--- src/rtl/ffcp_pkg.sv ---
// ============================================================================
// Module      : ffcp_pkg
// Description : Shared FFCP types, default geometry and receive classification.
// Revision    : 1.0 - initial release
// ============================================================================
`default_nettype none

package ffcp_pkg;

    localparam int FFCP_TYPE_LEN = 2;
    localparam logic [FFCP_TYPE_LEN-1:0] FFCP_TYPE_SYN = 2'd0;
    localparam logic [FFCP_TYPE_LEN-1:0] FFCP_TYPE_MSG = 2'd1;
    localparam logic [FFCP_TYPE_LEN-1:0] FFCP_TYPE_ACK = 2'd2;

    localparam int FFCP_INDEX_LEN  = 6;
    localparam int FFCP_WINDOW_LEN = 8;

    typedef enum logic [1:0] {
        CLS_ACCEPT = 2'd0,
        CLS_DUP    = 2'd1,
        CLS_STALE  = 2'd2,
        CLS_DROP   = 2'd3
    } ffcp_cls_e;

    typedef enum logic [1:0] {
        ACK_IDLE    = 2'd0,
        ACK_PENDING = 2'd1,
        ACK_VALID   = 2'd2
    } ffcp_ack_state_e;

endpackage : ffcp_pkg

`default_nettype wire

--- src/rtl/ffcp_window_bitmap.sv ---
// ============================================================================
// Module      : ffcp_window_bitmap
// Description : Receive-slot flops with set/clear/syn-init and a rotated view
//               of the next-state bitmap aligned to a given head slot.
// Revision    : 1.0 - initial release
// ============================================================================
`default_nettype none

module ffcp_window_bitmap
    import ffcp_pkg::*;
#(
    parameter int WINDOW_LEN = FFCP_WINDOW_LEN,
    localparam int SLOT_W    = $clog2(WINDOW_LEN)
) (
    input  logic                  clk,
    input  logic                  rst_n,
    input  logic                  syn_init_i,
    input  logic                  set_en_i,
    input  logic [SLOT_W-1:0]     set_slot_i,
    input  logic                  clr_en_i,
    input  logic [SLOT_W-1:0]     clr_slot_i,
    input  logic [SLOT_W-1:0]     rot_i,
    output logic [WINDOW_LEN-1:0] rcv_o,
    output logic [WINDOW_LEN-1:0] rot_next_o
);

    logic [WINDOW_LEN-1:0] rcv_q;
    logic [WINDOW_LEN-1:0] rcv_d;

    always_comb begin
        rcv_d = rcv_q;
        if (syn_init_i) begin
            rcv_d    = '0;
            rcv_d[0] = 1'b1;
        end else begin
            if (clr_en_i) rcv_d[clr_slot_i] = 1'b0;
            if (set_en_i) rcv_d[set_slot_i] = 1'b1;
        end
    end

    always_ff @(posedge clk or negedge rst_n) begin
        if (!rst_n) rcv_q <= '0;
        else        rcv_q <= rcv_d;
    end

    // Bit g of the view is the slot that sits g places past the new head.
    for (genvar g = 0; g < WINDOW_LEN; g++) begin : g_rot
        assign rot_next_o[g] = rcv_d[rot_i + SLOT_W'(g)];
    end

    assign rcv_o = rcv_q;

endmodule : ffcp_window_bitmap

`default_nettype wire

--- src/rtl/ffcp_rx_window.sv ---
// ============================================================================
// Module      : ffcp_rx_window
// Description : FFCP receive window tracker: in-order commit, coalesced
//               cumulative + selective acks, duplicate/drop statistics.
// Revision    : 1.0 - initial release
// ============================================================================
`default_nettype none

module ffcp_rx_window
    import ffcp_pkg::*;
#(
    parameter int INDEX_LEN  = FFCP_INDEX_LEN,
    parameter int WINDOW_LEN = FFCP_WINDOW_LEN,
    parameter int ACK_DELAY  = 64,
    parameter int CNT_LEN    = 16
) (
    input  logic                  clk,
    input  logic                  rst_n,
    input  logic                  syn_i,
    input  logic                  in_valid_i,
    input  logic [INDEX_LEN-1:0]  in_index_i,
    output logic                  commit_valid_o,
    input  logic                  commit_ready_i,
    output logic [INDEX_LEN-1:0]  commit_index_o,
    output logic                  ack_valid_o,
    input  logic                  ack_ready_i,
    output logic [INDEX_LEN-1:0]  ack_head_o,
    output logic [WINDOW_LEN-1:0] ack_bitmap_o,
    output logic [CNT_LEN-1:0]    dup_count_o,
    output logic [CNT_LEN-1:0]    drop_count_o
);

    localparam int SLOT_W = $clog2(WINDOW_LEN);
    localparam int TMR_W  = (ACK_DELAY > 1) ? $clog2(ACK_DELAY) : 1;
    localparam logic [INDEX_LEN-1:0] c_win       = INDEX_LEN'(WINDOW_LEN);
    localparam logic [INDEX_LEN-1:0] c_stale_min = INDEX_LEN'((1 << INDEX_LEN) - WINDOW_LEN);
    localparam logic [TMR_W-1:0]     c_tmr_max   = TMR_W'(ACK_DELAY - 1);

    logic [INDEX_LEN-1:0]  head_q, head_d;
    logic [INDEX_LEN-1:0]  ack_head_q;
    logic [WINDOW_LEN-1:0] ack_bitmap_q;
    logic [TMR_W-1:0]      timer_q, timer_d;
    logic                  repend_q, repend_d;
    ffcp_ack_state_e       state_q, state_d;
    logic [CNT_LEN-1:0]    dup_q, drop_q;

    logic [WINDOW_LEN-1:0] rcv;
    logic [WINDOW_LEN-1:0] rot_next;
    logic [INDEX_LEN-1:0]  off;
    ffcp_cls_e             cls;
    logic                  in_ok, accept, is_dup, is_stale, is_drop;
    logic                  commit_fire, ack_ev, fire;

    assign commit_valid_o = rcv[head_q[SLOT_W-1:0]];
    assign commit_index_o = head_q;

    always_comb begin
        off = in_index_i - head_q;
        cls = CLS_DROP;
        if (off < c_win)             cls = rcv[in_index_i[SLOT_W-1:0]] ? CLS_DUP : CLS_ACCEPT;
        else if (off >= c_stale_min) cls = CLS_STALE;
    end

    assign in_ok       = in_valid_i && !syn_i;
    assign accept      = in_ok && (cls == CLS_ACCEPT);
    assign is_dup      = in_ok && (cls == CLS_DUP);
    assign is_stale    = in_ok && (cls == CLS_STALE);
    assign is_drop     = in_ok && (cls == CLS_DROP);
    assign commit_fire = commit_valid_o && commit_ready_i && !syn_i;
    assign ack_ev      = accept || is_stale || commit_fire;

    always_comb begin
        head_d = head_q;
        if (syn_i)            head_d = '0;
        else if (commit_fire) head_d = head_q + INDEX_LEN'(1);
    end

    ffcp_window_bitmap #(
        .WINDOW_LEN (WINDOW_LEN)
    ) u_bitmap (
        .clk        (clk),
        .rst_n      (rst_n),
        .syn_init_i (syn_i),
        .set_en_i   (accept),
        .set_slot_i (in_index_i[SLOT_W-1:0]),
        .clr_en_i   (commit_fire),
        .clr_slot_i (head_q[SLOT_W-1:0]),
        .rot_i      (head_d[SLOT_W-1:0]),
        .rcv_o      (rcv),
        .rot_next_o (rot_next)
    );

    // repend remembers ack-worthy events that arrive while an ack is on the wire.
    always_comb begin
        state_d  = state_q;
        repend_d = repend_q;
        timer_d  = timer_q;
        fire     = 1'b0;
        if (syn_i) begin
            state_d  = ACK_PENDING;
            repend_d = 1'b0;
            timer_d  = '0;
        end else begin
            case (state_q)
                ACK_IDLE: begin
                    timer_d = '0;
                    if (ack_ev) state_d = ACK_PENDING;
                end
                ACK_PENDING: begin
                    if (!commit_valid_o || (timer_q == c_tmr_max)) begin
                        fire     = 1'b1;
                        state_d  = ACK_VALID;
                        repend_d = ack_ev;
                        timer_d  = '0;
                    end else begin
                        timer_d = timer_q + TMR_W'(1);
                    end
                end
                ACK_VALID: begin
                    repend_d = repend_q || ack_ev;
                    if (ack_ready_i) begin
                        state_d  = repend_d ? ACK_PENDING : ACK_IDLE;
                        repend_d = 1'b0;
                    end
                end
                default: state_d = ACK_IDLE;
            endcase
        end
    end

    always_ff @(posedge clk or negedge rst_n) begin
        if (!rst_n) begin
            head_q       <= '0;
            state_q      <= ACK_IDLE;
            repend_q     <= 1'b0;
            timer_q      <= '0;
            ack_head_q   <= '0;
            ack_bitmap_q <= '0;
            dup_q        <= '0;
            drop_q       <= '0;
        end else begin
            head_q   <= head_d;
            state_q  <= state_d;
            repend_q <= repend_d;
            timer_q  <= timer_d;
            if (fire) begin
                ack_head_q   <= head_d;
                ack_bitmap_q <= rot_next;
            end
            if ((is_dup || is_stale) && (dup_q != '1)) dup_q  <= dup_q + CNT_LEN'(1);
            if (is_drop && (drop_q != '1))             drop_q <= drop_q + CNT_LEN'(1);
        end
    end

    assign ack_valid_o  = (state_q == ACK_VALID);
    assign ack_head_o   = ack_head_q;
    assign ack_bitmap_o = ack_bitmap_q;
    assign dup_count_o  = dup_q;
    assign drop_count_o = drop_q;

endmodule : ffcp_rx_window

`default_nettype wire

--- config.mk ---
export PLATFORM = sky130hd
export DESIGN_NAME = ffcp_rx_window
export DESIGN_NICKNAME = d
export VERILOG_FILES = /design/src/rtl/ffcp_pkg.sv /design/src/rtl/ffcp_window_bitmap.sv /design/src/rtl/ffcp_rx_window.sv
export SDC_FILE = /design/constraint.sdc
export NUM_CORES = 1
export LEC_CHECK = 0
export CAP_MARGIN = 20
export CORE_UTILIZATION = 38
export DETAILED_ROUTE_END_ITERATION = 7
export PLACE_DENSITY = 0.61
export SYNTH_ARGS = -nofsm -noshare
export SYNTH_HDL_FRONTEND = slang
export SYNTH_SLANG_ARGS = --single-unit
--- constraint.sdc ---
create_clock -name clk -period 2.91 [get_ports clk]
set_input_delay 0.582 -clock clk [delete_from_list [all_inputs] [get_ports clk]]
set_output_delay 0.582 -clock clk [all_outputs]
set_load 0.005 [all_outputs]
==> results.toml <==
[outcome]
status = "completed"

[global_routing]
antenna_found_initial = 0
grt.overflow.total = 0
grt_pass1_wl_um = 18330
grt_pass1_vias = 3751
grt_max_degree = 30
grt_usage_pct = 20.60

[logic_synthesis]
synth_fp_nets = 480
synth_seq_area_share_pct = 41.88
synth_top_cell_area_share_pct = 41.88
synth_top_area_cell = "dfrtp_1"
synthFlopType = "dfrtp_1"
synth_edf_count = 0
syn_inst = 456
yosys_warnings = 0
synth-async-reset-ratio_pct = 100.0
syn_avg_cell_area_um2 = 9.041
syn-cell-area_mm2 = 0.004123
ys_types = 63
ys_ff_latch = 69
synth_area_leaders = "dfrtp_1 42%, xnor2_1 5.5%, nand2_1 4.6%"

[cts]
clk_pin_slew_ns = 0.08
clk_latency_ns = 0.35
cts.sinks = 69
cts-root-buf = "clkbuf_8"
clk_path_buf_depth = 2
hold_buffers = 0
cts_tree = "yes"
htree_levels = 3
numCtsBuffers = 9

[flow_run]
max_cap_viol_count = 0

[detailed_routing]
wire_per_inst_um = 15.40
drt_wl_total_um = 11250
drc = 0
vias_per_cell = 5.334
dr.first_iter.drc_count = 185
ant_nets = 0
vias = 3899
dr.pass1.iters = 4

[power_and_ir_drop]
ir_drop_uv = 296.5
p_leak_nw = 2.607
fin_total_pwr_mw = 3.634
p_per_area_mw_per_mm2 = 604.3

[hold_path]
min_path_type = "input pin to asynchronous set/reset pin"

[timing]
hold_viol = 0
max_clock_freq_mhz = 351.4
slew_headroom_pct = 63.32
fin_crit_ns = 2.845
tns_ns = 0
worst_slew_pin_slew_ns = 0.5502
slew_violations = 0
setup_viol = 0
hold_slack_ns = 0.2091
rsz0062_at_grt = "true"
fin_crit_sh_pct = 97.78
finalWorstSetupSlack_ns = 0.06463
fin_skew_ns = 0.01128

[placement]
gp_congestion = 0.9150
port_buffers = 65
dpl_cell_area_mm2 = 0.005444
hpwl_um = 8339
pre_cts_ws_ns = -0.7031

[layout]
stdcell_area_mm2 = 0.006013
drive_gt1_share_pct = 27.23
area_growth_pct = 45.86
nets = 614
diodes = 0

[floorplanning]
io_pins = 66
core_mm2 = 0.01042
die_area_mm2 = 0.01127
start_util_pct = 39.58
die_w_um = 106.2
num_rows = 37
die_h_um = 106.2

[critical_path]
critPathRequiredTime_ns = 3.19
endpoint_kind = "flip-flop"
crit_type = "flip-flop to flip-flop"
cp_max_fo = 7
cp-start-kind = "flip-flop"
arrival_ns = 3.12
-- worst paths after layout --
kind	slack (ns)	endpoint	start	cells after the start
max in group asynchronous	1.92	ack_bitmap_o[4]$_DFFE_PN0P_	rst_n	2
setup / recovery	0.06	ack_bitmap_o[3]$_DFFE_PN0P_	commit_index_o[0]$_DFF_PN0_	11
hold reg to reg	0.49	drop_count_o[10]$_DFFE_PN0P_	drop_count_o[10]$_DFFE_PN0P_	1
min in group clk	0.49	drop_count_o[10]$_DFFE_PN0P_	drop_count_o[10]$_DFFE_PN0P_	1
hold / removal	0.21	drop_count_o[12]$_DFFE_PN0P_	rst_n	1
setup reg to reg	0.06	ack_bitmap_o[3]$_DFFE_PN0P_	commit_index_o[0]$_DFF_PN0_	11
-- power by group --
group / switching, mW / total [mW] / internal (mW)
Combinational: 0.717 / 1.47 / 0.753
Sequential: 0.155 / 1.26 / 1.11
Clock: 0.407 / 0.899 / 0.492
-- per-layer routing --
layer / vias to the layer above / track usage [%] / wire length (µm)
met1: 1874 / 27.55 / 5002
met3: 12 / 3.556 / 577
met4: 0 / 5.357 / 139
li1: 1906 / - / -
met5: - / 0 / 0
met2: 107 / 34.37 / 5535
-- registers in the layout, summed over array words and instances (netlist names) --
register,count
u_bitmap.rcv_o,8
drop_count_o,16
repend_q,1
ack_bitmap_o,8
timer_q,6
state_q,2
commit_index_o,6
dup_count_o,16
ack_head_o,6
-- kinds of logic (layout without fill, tap and decap cells) --
| logic type | Yosys count | count (layout) | synth area share (%) |
|---|---|---|---|
| multiplexers | 14 | 14 | 3.521 |
| XOR/XNOR | 39 | 39 | 8.285 |
| AND/OR/NAND/NOR | 207 | 208 | 25.74 |
| buffers and inverters | 30 | 168 | 3.187 |
| adder cells (fa/ha/maj) | 12 | 12 | 3.824 |
| flip-flops | 69 | 69 | 41.88 |
| AO/OA/AOI/OAI | 85 | 85 | 13.57 |
-- cells in the mapped netlist (5+ instances only) --
cell type,count
nor3_1,10
or3_1,7
dfrtp_1,69
xor2_1,13
ha_1,11
nand4_1,8
mux2i_1,10
o21ai_0,23
xnor2_1,26
a31oi_1,6
a21oi_1,16
clkbuf_1,7
nor2_1,44
nand2_1,51
and3_1,14
nor4_1,7
inv_1,16
nor2b_1,5
nand3_1,30
-- timing repair --
| item | in CTS | in global routing |
|---|---|---|
| hold endpoints to repair | 0 | 0 |
| pin swaps | 8 | 15 |
| buffers inserted | 3 | 3 |
| gates resized for setup | 31 | 35 |
| gates cloned | 0 | 1 |
| endpoints found under the setup margin | 40 | 18 |
-- metrics by stage --
stage          std cells  utilization, %
3_3_place_gp         708           52.26
3_5_place_dp         708           52.26
6_report             731           57.73
5_1_grt              731           57.73
4_1_cts              727           56.24
2_1_floorplan        456               -
-- layout by cell type, fill, tap and decap left out, types with 7 or more instances in the layout --
| cell | synthesis | layout |
|---|---|---|
| buf_4 | 2 | 69 |
| dfrtp_1 | 69 | 68 |
| clkdlybuf4s50_1 | 0 | 59 |
| nand2_1 | 51 | 50 |
| nor2_1 | 44 | 39 |
| nand3_1 | 30 | 27 |
| xnor2_1 | 26 | 24 |
| o21ai_0 | 23 | 16 |
| a21oi_1 | 16 | 16 |
| inv_1 | 16 | 14 |
| and3_1 | 14 | 13 |
| xor2_1 | 13 | 13 |
| clkbuf_8 | 0 | 9 |
| nor3_1 | 10 | 8 |
| nand4_1 | 8 | 8 |
| mux2i_1 | 10 | 7 |
| o21ai_1 | 2 | 7 |
| ha_1 | 11 | 7 |
-- layout make-up --
type	count	area, µm²
Fill cell	914	4403
Sequential cell	69	1728
Multi-Input combinational cell	358	2658
Clock buffer	10	127.6
Inverter	17	66.31
Clock inverter	6	95.09
Tap cell	136	170.2
Timing Repair Buffer	135	1169
-- worst max-delay path: stages (launching register included) --
cell,delay (ns)
dfrtp_2,0.46
buf_4,0.19
mux2i_2,0.17
a22oi_2,0.23
and3_1,0.21
a21oi_1,0.07
or2_1,0.26
ha_1,0.32
or3_4,0.45
o22ai_2,0.20
nor4b_1,0.08
o21ai_1,0.13
Power figures use the tool's default switching activity.
